## src/rtl/ssd_pkg.sv

```systemverilog
// Shared definitions for the 7-segment scan reader: active-low segment patterns,
// FSM state type and the pattern-to-value decode function.
package ssd_pkg;

   localparam logic [6:0] SEG_0     = 7'h40;
   localparam logic [6:0] SEG_1     = 7'h79;
   localparam logic [6:0] SEG_2     = 7'h24;
   localparam logic [6:0] SEG_3     = 7'h30;
   localparam logic [6:0] SEG_4     = 7'h19;
   localparam logic [6:0] SEG_5     = 7'h12;
   localparam logic [6:0] SEG_6     = 7'h02;
   localparam logic [6:0] SEG_7     = 7'h78;
   localparam logic [6:0] SEG_8     = 7'h00;
   localparam logic [6:0] SEG_9     = 7'h10;
   localparam logic [6:0] SEG_A     = 7'h08;
   localparam logic [6:0] SEG_B     = 7'h03;
   localparam logic [6:0] SEG_C     = 7'h46;
   localparam logic [6:0] SEG_D     = 7'h21;
   localparam logic [6:0] SEG_E     = 7'h06;
   localparam logic [6:0] SEG_F     = 7'h0E;
   localparam logic [6:0] SEG_BLANK = 7'h7F;

   typedef enum logic [1:0] {
      IDLE,
      TRACK,
      LOCKED
   } state_e;

   typedef struct packed {
      logic       err;
      logic       blank;
      logic [3:0] code;
   } decode_t;

   // Unrecognised patterns report err with a zero code; the caller keeps its old code.
   function automatic decode_t decodeSeg(input logic [6:0] seg);
      decode_t res;
      res = '0;
      case (seg)
         SEG_0:     res.code = 4'h0;
         SEG_1:     res.code = 4'h1;
         SEG_2:     res.code = 4'h2;
         SEG_3:     res.code = 4'h3;
         SEG_4:     res.code = 4'h4;
         SEG_5:     res.code = 4'h5;
         SEG_6:     res.code = 4'h6;
         SEG_7:     res.code = 4'h7;
         SEG_8:     res.code = 4'h8;
         SEG_9:     res.code = 4'h9;
         SEG_A:     res.code = 4'hA;
         SEG_B:     res.code = 4'hB;
         SEG_C:     res.code = 4'hC;
         SEG_D:     res.code = 4'hD;
         SEG_E:     res.code = 4'hE;
         SEG_F:     res.code = 4'hF;
         SEG_BLANK: res.blank = 1'b1;
         default:   res.err = 1'b1;
      endcase
      return res;
   endfunction

endpackage

```

## src/rtl/ssd_scan_reader_if.sv

```systemverilog
// Bus between a multiplexed 7-segment display source and the scan reader,
// carrying the raw display lines, the clear request and the recovered digits.
interface ssd_scan_reader_if #(
   parameter int NUM_DIGITS = 4
);
   logic [6:0]              seg_n;
   logic [NUM_DIGITS-1:0]   dig_sel_n;
   logic                    clear;
   logic [4*NUM_DIGITS-1:0] digit_code;
   logic [NUM_DIGITS-1:0]   digit_valid;
   logic [NUM_DIGITS-1:0]   digit_blank;
   logic [NUM_DIGITS-1:0]   digit_err;
   logic                    upd_stb;
   logic [2:0]              upd_idx;

   modport master (
      output seg_n, dig_sel_n, clear,
      input  digit_code, digit_valid, digit_blank, digit_err, upd_stb, upd_idx
   );

   modport slave (
      input  seg_n, dig_sel_n, clear,
      output digit_code, digit_valid, digit_blank, digit_err, upd_stb, upd_idx
   );
endinterface

```

## src/rtl/ssd_pattern_decode.sv

```systemverilog
// Combinational table lookup from an active-low segment pattern to {err, blank, code}.
module ssd_pattern_decode
   import ssd_pkg::*;
(
   input  logic [6:0] seg_i,
   output decode_t    dec_o
);

   assign dec_o = decodeSeg(seg_i);

endmodule

```

## src/rtl/ssd_scan_reader.sv

```systemverilog
// Samples a multiplexed active-low 7-segment bus and, once a digit's pattern has been
// stable long enough, records its decoded value in per-digit registers.
module ssd_scan_reader
   import ssd_pkg::*;
#(
   parameter int NUM_DIGITS    = 4,
   parameter int STABLE_CYCLES = 4,
   parameter int CNT_W         = 8
)(
   input  logic              clk,
   input  logic              rst_n,
   ssd_scan_reader_if.slave  bus
);

   logic [6:0]              segMeta_q, segSync_q;
   logic [NUM_DIGITS-1:0]   selMeta_q, selSync_q;

   state_e                  state_q, state_d;
   logic [CNT_W-1:0]        count_q, count_d;
   logic [6:0]              refSeg_q, refSeg_d;
   logic [NUM_DIGITS-1:0]   refSel_q, refSel_d;

   logic [4*NUM_DIGITS-1:0] code_q, code_d;
   logic [NUM_DIGITS-1:0]   valid_q, valid_d;
   logic [NUM_DIGITS-1:0]   blank_q, blank_d;
   logic [NUM_DIGITS-1:0]   err_q, err_d;
   logic                    stb_q, stb_d;
   logic [2:0]              idx_q, idx_d;

   logic [3:0]              zeroCount;
   logic                    selLegal;
   logic                    sampleMatch;
   logic                    accept;
   logic [2:0]              refIdx;
   decode_t                 refDec;

   // Two-flop synchronisers for the display lines, which are asynchronous to clk.
   always_ff @(posedge clk or negedge rst_n) begin
      if (!rst_n) begin
         segMeta_q <= '0;
         segSync_q <= '0;
         selMeta_q <= '0;
         selSync_q <= '0;
      end else begin
         segMeta_q <= bus.seg_n;
         segSync_q <= segMeta_q;
         selMeta_q <= bus.dig_sel_n;
         selSync_q <= selMeta_q;
      end
   end

   always_comb begin
      zeroCount = '0;
      for (int i = 0; i < NUM_DIGITS; i++) begin
         if (!selSync_q[i]) begin
            zeroCount = zeroCount + 4'd1;
         end
      end
   end

   always_comb begin
      refIdx = '0;
      for (int i = 0; i < NUM_DIGITS; i++) begin
         if (!refSel_q[i]) begin
            refIdx = 3'(i);
         end
      end
   end

   assign selLegal    = (zeroCount == 4'd1);
   assign sampleMatch = (selSync_q == refSel_q) && (segSync_q == refSeg_q);

   ssd_pattern_decode uDecode (
      .seg_i (refSeg_q),
      .dec_o (refDec)
   );

   // State and counter registers of the stability tracker.
   always_ff @(posedge clk or negedge rst_n) begin
      if (!rst_n) begin
         state_q  <= IDLE;
         count_q  <= '0;
         refSeg_q <= '0;
         refSel_q <= '0;
      end else begin
         state_q  <= state_d;
         count_q  <= count_d;
         refSeg_q <= refSeg_d;
         refSel_q <= refSel_d;
      end
   end

   // Accept fires on the sample that brings the run length up to STABLE_CYCLES;
   // in LOCKED the counter is frozen so a long-held digit is never re-accepted.
   always_comb begin
      state_d  = state_q;
      count_d  = count_q;
      refSeg_d = refSeg_q;
      refSel_d = refSel_q;
      accept   = 1'b0;
      case (state_q)
         IDLE: begin
            count_d = '0;
            if (selLegal) begin
               state_d  = TRACK;
               count_d  = CNT_W'(1);
               refSeg_d = segSync_q;
               refSel_d = selSync_q;
            end
         end
         TRACK: begin
            if (!selLegal) begin
               state_d = IDLE;
               count_d = '0;
            end else if (!sampleMatch) begin
               count_d  = CNT_W'(1);
               refSeg_d = segSync_q;
               refSel_d = selSync_q;
            end else if (count_q == CNT_W'(STABLE_CYCLES - 1)) begin
               state_d = LOCKED;
               count_d = CNT_W'(STABLE_CYCLES);
               accept  = 1'b1;
            end else begin
               count_d = count_q + CNT_W'(1);
            end
         end
         LOCKED: begin
            if (!selLegal) begin
               state_d = IDLE;
               count_d = '0;
            end else if (!sampleMatch) begin
               state_d  = TRACK;
               count_d  = CNT_W'(1);
               refSeg_d = segSync_q;
               refSel_d = selSync_q;
            end
         end
         default: begin
            state_d = IDLE;
            count_d = '0;
         end
      endcase
   end

   // Clear drops every flag first; an accept in the same cycle then re-sets its own digit.
   always_comb begin
      code_d  = code_q;
      valid_d = bus.clear ? '0 : valid_q;
      blank_d = bus.clear ? '0 : blank_q;
      err_d   = bus.clear ? '0 : err_q;
      stb_d   = accept;
      idx_d   = idx_q;
      if (accept) begin
         idx_d = refIdx;
         for (int i = 0; i < NUM_DIGITS; i++) begin
            if (refIdx == 3'(i)) begin
               valid_d[i] = 1'b1;
               blank_d[i] = refDec.blank;
               err_d[i]   = refDec.err;
               if (!refDec.err) begin
                  code_d[4*i +: 4] = refDec.code;
               end
            end
         end
      end
   end

   always_ff @(posedge clk or negedge rst_n) begin
      if (!rst_n) begin
         code_q  <= '0;
         valid_q <= '0;
         blank_q <= '0;
         err_q   <= '0;
         stb_q   <= 1'b0;
         idx_q   <= '0;
      end else begin
         code_q  <= code_d;
         valid_q <= valid_d;
         blank_q <= blank_d;
         err_q   <= err_d;
         stb_q   <= stb_d;
         idx_q   <= idx_d;
      end
   end

   assign bus.digit_code  = code_q;
   assign bus.digit_valid = valid_q;
   assign bus.digit_blank = blank_q;
   assign bus.digit_err   = err_q;
   assign bus.upd_stb     = stb_q;
   assign bus.upd_idx     = idx_q;

endmodule

```

## src/flat_wrapper.sv

```systemverilog
// flat-port wrapper written by rule: the top's interface ports become plain ports
module ssd_scan_reader_flat import ssd_pkg::*;
#(
   parameter int NUM_DIGITS    = 4,
   parameter int STABLE_CYCLES = 4,
   parameter int CNT_W         = 8
)
  (clk, rst_n, bus_seg_n, bus_dig_sel_n, bus_clear, bus_digit_code, bus_digit_valid, bus_digit_blank, bus_digit_err, bus_upd_stb, bus_upd_idx);
  ssd_scan_reader_if #(.NUM_DIGITS(NUM_DIGITS)) bus_i ();
  input  logic clk;
  input  logic rst_n;
  input wire logic [$bits(bus_i.seg_n)-1:0] bus_seg_n;
  input wire logic [$bits(bus_i.dig_sel_n)-1:0] bus_dig_sel_n;
  input wire logic [$bits(bus_i.clear)-1:0] bus_clear;
  output wire logic [$bits(bus_i.digit_code)-1:0] bus_digit_code;
  output wire logic [$bits(bus_i.digit_valid)-1:0] bus_digit_valid;
  output wire logic [$bits(bus_i.digit_blank)-1:0] bus_digit_blank;
  output wire logic [$bits(bus_i.digit_err)-1:0] bus_digit_err;
  output wire logic [$bits(bus_i.upd_stb)-1:0] bus_upd_stb;
  output wire logic [$bits(bus_i.upd_idx)-1:0] bus_upd_idx;
  assign bus_i.seg_n = bus_seg_n;
  assign bus_i.dig_sel_n = bus_dig_sel_n;
  assign bus_i.clear = bus_clear;
  assign bus_digit_code = bus_i.digit_code;
  assign bus_digit_valid = bus_i.digit_valid;
  assign bus_digit_blank = bus_i.digit_blank;
  assign bus_digit_err = bus_i.digit_err;
  assign bus_upd_stb = bus_i.upd_stb;
  assign bus_upd_idx = bus_i.upd_idx;
  ssd_scan_reader #(.NUM_DIGITS(NUM_DIGITS), .STABLE_CYCLES(STABLE_CYCLES), .CNT_W(CNT_W)) u_core (.clk(clk), .rst_n(rst_n), .bus(bus_i));
endmodule
```

## config.mk

```make
export PLATFORM = sky130hd
export DESIGN_NAME = ssd_scan_reader_flat
export DESIGN_NICKNAME = d
export VERILOG_FILES = /design/src/rtl/ssd_pkg.sv /design/src/rtl/ssd_scan_reader_if.sv /design/src/rtl/ssd_pattern_decode.sv /design/src/rtl/ssd_scan_reader.sv /design/src/flat_wrapper.sv
export SDC_FILE = /design/constraint.sdc
export NUM_CORES = 1
export LEC_CHECK = 0
export CAP_MARGIN = 10
export CORE_UTILIZATION = 35
export CTS_BUF_LIST = sky130_fd_sc_hd__clkbuf_4 sky130_fd_sc_hd__clkbuf_8 sky130_fd_sc_hd__clkbuf_16
export DETAILED_ROUTE_END_ITERATION = 8
export GPL_ROUTABILITY_DRIVEN = 0
export SLEW_MARGIN = 15
export SYNTH_ARGS = -nofsm -noshare
export SYNTH_HDL_FRONTEND = slang
export SYNTH_SLANG_ARGS = --single-unit
export TNS_END_PERCENT = 100
```

## constraint.sdc

```tcl
create_clock -name clk -period 6.6 [get_ports clk]
set_clock_uncertainty 0.15 [all_clocks]
set_input_delay 0.99 -clock clk [delete_from_list [all_inputs] [get_ports clk]]
set_output_delay 0.99 -clock clk [all_outputs]
set_load 0.01 [all_outputs]
```

* Yosys cells after proc, flatten, opt, wreduce, memory -nomap -nowiden *
Cells that the tools add are included.

storage, ports and cells
  register bits = 75
  bits of input ports = 14
  output and inout bits = 32

cells by class
  add/subtract/negate cells = 4
  muxes and demuxes = 54
  reduce and logical (&&, ||, !) cells = 13
  eq/ne operators = 31

operators by type and width
  operator             count
  $pmux 4 s15          1
  $mux 4               12
  $mux 8               5
  $eq 7x7->1 const B   5
  $pmux 8 s3           1
  $eq 7x5->1 const B   3
  $eq 7x6->1 const B   3
  $mux 1               21
  $mux 7               3
  $reduce_or 17->1     1
  $mux 2               8
  $eq 7x2->1 const B   2
  $eq 7x4->1 const B   2
  $pmux 7 s2           1
  $reduce_and 3->1     4
  $ne 3x3->1 const B   3
  $add 4x1->4 const B  2
  $add 8x1->8 const B  1
  $eq 8x2->1 const B   1
  $pmux 4 s2           1
  $reduce_and 4->1     2
  $eq 7x3->1 const B   1
  $eq 7x7->1           1
  $logic_not 7->1      1
  other kinds (13)     17

* Depth between registers and ports, before layout *
Gate-level depths: netlist of the first run.

  word-level depth = 11
  gate-level depth with buffers = 12
  depth with buffers taken out = 11

* Cells and area by module *
Synthesis of the first run repeated with hierarchy kept, for this count alone.

second synthesis, totals
  cell total of the unflattened synthesis = 303
  area total of the unflattened synthesis = 3548.4 sq um

by module, submodules not included
  module              cells each  instances  seq. area each (sq um)  area each (sq um)
  ssd_scan_reader     249         1          1851.8                  3174.3
  ssd_pattern_decode  54          1          0.0                     374.1

* Least setup slack after synthesis of the first run *
OpenSTA, ideal clock, no wires.

  kind = reg2reg
  start = register u_core.selSync_q[0]
  end = register u_core.code_q[10], in the netlist u_core.bus.digit_code[10]
  cell stages (with the launch flop) = 11
  data required time = 6.327 ns
  arrival time = 2.722 ns
  setup time = 0.123 ns
  slack = 3.604 ns
  cells stage by stage = dfrtp_1 -> inv_1 -> ha_1 -> xnor2_1 -> ha_1 -> o311ai_0 -> nand4_1 -> or4_1 -> buf_2 -> o21ai_1 -> o21ai_1

between the ends
  cells in the longest elaborated chain, start to end = 11
  elaborated cells on any way between the ends = 14

RTL lines
  element                       line                    text
  from (decl)                   ssd_scan_reader.sv:16   logic [NUM_DIGITS-1:0] selMeta_q, selSync_q;
  from (signal assigned)        ssd_scan_reader.sv:48   selSync_q <= selMeta_q;
  $mux 1                        ssd_scan_reader.sv:55   if (!selSync_q[i]) begin
  $add 1x1->2                   ssd_scan_reader.sv:56   zeroCount = zeroCount + 4'd1;
  $mux 4                        ssd_scan_reader.sv:55
  $add 4x1->4                   ssd_scan_reader.sv:56
  $mux 4                        ssd_scan_reader.sv:55
  $add 4x1->4                   ssd_scan_reader.sv:56
  $mux 4                        ssd_scan_reader.sv:55
  $eq 4x1->1                    ssd_scan_reader.sv:70   assign selLegal = (zeroCount == 4'd1);
  $mux 1 *                      ssd_scan_reader.sv:112  if (!selLegal) begin
  $mux 1 *                      ssd_scan_reader.sv:101  case (state_q)
  $reduce_and 3->1 (no line) *  --
  to (signal assigned)          ssd_scan_reader.sv:177  code_q <= code_d;
  to (decl)                     ssd_scan_reader.sv:23   logic [4*NUM_DIGITS-1:0] code_q, code_d;

Every way passes the cells marked *; elsewhere a longest branch is shown, timed or not.
A chain may end at the register's enable or synchronous reset.

* Worst setup path in the final report of the first run *
  start = register u_core.selSync_q[0]
  end = register u_core.code_q[1], in the netlist u_core.bus.digit_code[1]

The elaborated chain is that of the path after synthesis.

==> reports/qor.yml, run 1 <==
drt-initial-drc-count: 167
cp.arrival_ns: 3.41
postCtsSetupBuffers: 0
h-tree-depth: 3
nets: 386
ctsResizeCount: 0
hold_buffers: 0
hp-class: "reg2reg"
core_um2: 9820
worstReg2RegEnd: "u_core.bus.digit_code[1]"
num_vias: 2586
reg2reg_slack_ns: 3.28
yosysMostFrequentCell: "dfrtp_1"
synth_area_um2: 3550
routedWlPerCell_um: 14.2
relSlewSlack_pct: 38.1
wl_um: 7110
avgSynthCellArea_um2: 11.0
synth_edf_count: 0
ir_drop_mv: 0.114
status: "complete, no violations"
critPathCaptureType: "register"
async_flop_share_pct: 100
clockBufferDepth: 2
fin_ws_ns: 3.28
hold_violations: 0
rsz0062_at_grt: "false"
slew_violations: 0
fin_cells: 501
rows: 36
synthesis.nets: 347
netlist_instances: 324
grt_pass1_vias: 2413
yosysTopAreaCellShare_pct: 52.1
cts_tree: "built"
clock_sinks: 74
grt_max_degree: 75
p_leak_nw: 1.82
ios: 46
startpoint_type: "register"
die-area_um2: 10600
firstDrtPassIters: 4
layout-drive-gt1-share_pct: 13.6
setup_viol: 0
cts.clk_slew.worst_paths_ns: 0.08
fp.dieH_um: 103
insertedDiodeCount: 0
yosysTopAreaCell: "dfrtp_1"
final_cell_area_um2: 4320
finalCriticalPeriod_ns: 3.32
place_ws_ns: 3.29
fin_crit_sh_pct: 50.4
synthToLayoutAreaGrowth_pct: 21.7
placedCellCount: 484
initial_utilization_pct: 36.2
ant_nets: 0
ys_seq_area_share_pct: 52.1
r2r-start: "u_core.selSync_q[0]"
place_area_um2: 4090
place.port_buffers: 44
crit_type: "reg2reg"
fmax_mhz: 301
power_mw: 1.37
power.density_nw_per_um2: 316
routed_via_density: 5.16
hold_start: "u_core.segMeta_q[3]"
clk-insertion-delay-late_ns: 0.35
numCtsBuffers: 9
worst_r2r_path_depth: 9
worstPathMaxFanout: 9
min_delay_path_depth: 0
worst_hold_path.endpoint: "u_core.segSync_q[3]"
hold_ws_ns: 0.200
die_w_um: 103
tns_ns: 0
synthTopCellsByArea: "dfrtp_1, mux2_2, o21ai_0"
grt_pass1_wl_um: 11900
drc: 0
grt_overflow_total: 0
dp_hpwl_um: 4920
ys_types: 56
yosys-top-cells-count: "dfrtp_1, o21ai_0, mux2_2, nor2_1"
final_util_pct: 44.0
synthFlopType: "dfrtp_1"
ys_warn_count: 0
antenna_found_initial: 0
required_ns: 6.68
ys_seq_elements: 74
max_cap_violations: 0
root_buffer: "clkbuf_8"
tightest_slew_ns: 0.929
grt_usage_pct: 14.8
sequential cells by signal (all words and copies together) (netlist names):
signal	cells
u_core.bus.digit_valid	4
u_core.selMeta_q	4
u_core.bus.upd_idx	2
u_core.refSel_q	4
u_core.bus.digit_code	16
u_core.state_q	2
u_core.selSync_q	4
u_core.bus.digit_err	4
u_core.segSync_q	7
u_core.refSeg_q	7
u_core.segMeta_q	7
u_core.count_q	8
u_core.bus.upd_stb	1
u_core.bus.digit_blank	4
layout by cell type, fill, tap and decap left out, types with 2 or more instances in the layout:
master and n:
a21oi_1 12, a22o_1 7, and3_1 5, and3b_1 2
and4b_1 2, bufinv_16 2, clkbuf_8 10, clkdlybuf4s50_1 43
clkinv_4 2, dfrtp_1 74, ha_1 9, inv_1 13
mux2_2 18, mux2i_1 5, nand2_1 9, nand2b_1 9
nand3_1 4, nand3b_1 11, nand4_1 9, nand4b_1 3
nor2_1 17, nor2b_1 4, nor3_1 6, nor3b_1 2
o21ai_0 26, o21ai_1 6, or2_2 3, or3_1 5
or3b_2 3, or4_1 2, or4_4 2, xnor2_1 14
area by class of cell:
class,instances,area (um^2)
repair buffers,46,450
flip-flops and latches,74,1850
inverters,13,48.8
clock buffers,10,138
fillers,980,5500
multi-input cells,219,1580
clock inverters,6,90.1
well taps,133,166
worst max path at each step:
stage | from | cells past startpoint | endpoint | slack, ns
3_5_place_dp | u_core.selSync_q[0] | 9 | u_core.bus.digit_code[10] | 3.29
2_1_floorplan | u_core.selSync_q[0] | 10 | u_core.bus.digit_code[10] | 3.60
3_3_place_gp | u_core.selSync_q[0] | 9 | u_core.bus.digit_code[10] | 3.36
5_1_grt | u_core.selSync_q[0] | 9 | u_core.bus.digit_code[10] | 3.02
4_1_cts | u_core.selSync_q[0] | 9 | u_core.bus.digit_code[10] | 3.25
6_report | u_core.selSync_q[0] | 9 | u_core.bus.digit_code[1] | 3.28
power breakdown:
group / internal [mW] / switching (mW)
sequential: 0.499 / 0.127
clock: 0.224 / 0.167
combinational: 0.167 / 0.184
total: 0.890 / 0.479
kinds of logic after synthesis:
| kind of cell | synth area share (%) |
|---|---|
| muxes | 7.11 |
| AOI/OAI and AO/OA | 11.9 |
| DFF | 52.1 |
| and+or+nand+nor | 18.5 |
| buffers and inverters | 3.45 |
| adders and majority gates | 3.17 |
| xor gates and xnor gates | 3.70 |
| other | 0.106 |
critical path, stage by stage (launching register included):
cell and delay (ns):
dfrtp_1 0.41, inv_1 0.06, ha_1 0.34, xnor2_1 0.15, ha_1 0.31, o311ai_0 0.36, nand4_1 0.45, and3b_1 0.44
o21ai_0 0.21, mux2_2 0.33
per-layer routing:
layer	routed length [um]	share of wire (%)	global-route usage [%]	up-vias
li1	-	-	-	1244
met1	3470	49	20.0	1277
met2	3240	45	22.8	55
met3	302	4.2	3.53	10
met4	107	1.5	6.18	0
met5	0	0	0	-
No activity file was read; power rests on OpenSTA's default activity.
==> inputs of run 2 (changes only) <==
clock period = 3.21 ns   (was 6.6 ns; I/O delays follow)
==> reports/qor.yml, run 2 (synthesis results as in run 1) <==
p_leak_nw: 1.84  # +1.2%
nets: 392  # +1.6%
status: "complete, no violations"
mostFrequentLayoutCells: "dfrtp_1, clkdlybuf4s50_1, o21ai_0"
synthToLayoutAreaGrowth_pct: 22.4
hp-class: "in2async"
power.density_nw_per_um2: 626  # +98%
h-tree-depth: 3  # unchanged
core_um2: 9820  # unchanged
insertedDiodeCount: 0  # unchanged
dp_hpwl_um: 4960  # +0.78%
grt_overflow_total: 0  # unchanged
ant_nets: 0  # unchanged
firstDrtPassIters: 4  # unchanged
fmax_mhz: 334  # +11%
root_buffer: "clkbuf_8"
worstPathMaxFanout: 9  # unchanged
drt-initial-drc-count: 176  # +5.4%
crit_type: "reg2reg"
slew_violations: 0  # unchanged
clk-insertion-delay-late_ns: 0.35  # about the same
ios: 46  # unchanged
relSlewSlack_pct: 50.2  # +12 points
cts.clk_slew.worst_paths_ns: 0.07  # about the same
ir_drop_mv: 0.221  # +94%
required_ns: 3.29  # -3.39 ns
crit_chain: "inv_1 -> ha_1 -> xnor2_1 -> ha_1 -> o311ai_1 -> nand4_1 -> buf_4 -> or4_1 -> o21ai_1 -> o21ai_1"
reg2reg_slack_ns: 0.22  # -3.06 ns
tightest_slew_ns: 0.738  # -0.191 ns
antenna_found_initial: 0  # unchanged
worst-path-buf-inv: 2  # +1
die_w_um: 103  # unchanged
setup_viol: 0  # unchanged
rsz0062_at_grt: "false"
num_vias: 2510  # -2.9%
numCtsBuffers: 9  # unchanged
path_delay_family: "simple AND/OR/NAND/NOR gates"
critPathCaptureType: "register"
fp.dieH_um: 103  # unchanged
max_stage_delay_ns: 0.59  # +0.14 ns
fin_ws_ns: 0.220  # -3.06 ns
place_ws_ns: 0.129  # -3.16 ns
largest_register_ffs: 16  # unchanged
tns_ns: 0  # unchanged
place_area_um2: 4150  # +1.6%
routed_via_density: 4.95  # -4.1%
clockBufferDepth: 2  # unchanged
die-area_um2: 10600  # unchanged
routedWlPerCell_um: 13.5  # -5.0%
cp.arrival_ns: 3.07  # -0.34 ns
hold_violations: 0  # unchanged
grt_max_degree: 47  # -37%
fin_crit_sh_pct: 93.2  # +43 points
final_common_cell: "dfrtp_1"
critPathSlowestCell: "or4_1"
grt_pass1_vias: 2403  # -0.41%
cts_tree: "built"
wl_um: 6840  # -3.9%
initial_utilization_pct: 36.2  # unchanged
max_cap_violations: 0  # unchanged
rows: 36  # unchanged
grt_usage_pct: 14.1  # -0.66 points
grt_pass1_wl_um: 11400  # -4.3%
clock_sinks: 74  # unchanged
drc: 0  # unchanged
final_cell_area_um2: 4350  # +0.55%
power_mw: 2.72  # +99%
final_util_pct: 44.3  # +0.24 points
layout-drive-gt1-share_pct: 15.0  # +1.4 points
startpoint_type: "register"
place.port_buffers: 44  # unchanged
finalCriticalPeriod_ns: 2.99  # -0.333 ns
-- run 2: changes by cell type in the layout (fill, tap and decap cells not counted) --
cell,before,now
buf_12,0,1
buf_4,1,7
bufinv_16,2,1
clkbuf_4,1,0
clkbuf_8,10,9
clkinv_2,1,3
o311ai_0,1,0
o311ai_1,0,1
-- run 2: stage by stage --
step                      cells  hold WS (ns)
after global routing        507        0.0610
after CTS                   507        0.0322
after global placement      491         0.183
after detailed placement    491         0.185
final                       507        0.0231
after floorplan             324        0.0359
-- run 2: area by class of cell --
class	instances	area, um^2
flip-flops and latches	74	1850
well taps	133	166
clock buffers	9	124
inverters	13	48.8
multi-input cells	219	1580
fillers	955	5470
clock inverters	7	70.1
repair buffers	52	508
-- run 2: what timing repair did --
action | in CTS | in global routing
hold endpoints to repair | 0 | 0
hold buffers | 0 | 0
gates resized for setup | 0 | 1
buffers inserted | 0 | 0
endpoints found under the setup margin | 0 | 9
-- run 2: worst paths after layout --
check,start,end,cells after the start
setup / recovery,u_core.selSync_q[0],u_core.bus.digit_code[10],10
min in group clk,u_core.selMeta_q[0],u_core.selSync_q[0],0
setup reg to reg,u_core.selSync_q[0],u_core.bus.digit_code[10],10
hold / removal,rst_n,u_core.bus.digit_valid[3],1
max in group asynchronous,rst_n,u_core.refSel_q[2],2
hold reg to reg,u_core.selMeta_q[0],u_core.selSync_q[0],0
-- run 2: worst reg2reg max path: stages, from the launching register on --
cell and delay, ns:
dfrtp_1 0.40, inv_1 0.06, ha_1 0.34, xnor2_1 0.15
ha_1 0.31, o311ai_1 0.29, nand4_1 0.13, buf_4 0.19
or4_1 0.60, o21ai_1 0.18, o21ai_1 0.07
-- run 2: power breakdown --
group	total [mW]	switching, mW	internal [mW]
clock	0.696	0.339	0.357
sequential	1.24	0.213	1.03
combinational	0.784	0.417	0.367
-- run 2: per-layer routing --
layer / up-vias / GRT usage, % / share of wire [%]
li1: 1257 / - / -
met1: 1190 / 19.0 / 50
met2: 55 / 22.1 / 44
met3: 8 / 3.05 / 4.4
met4: 0 / 6.18 / 1.6
met5: - / 0 / 0
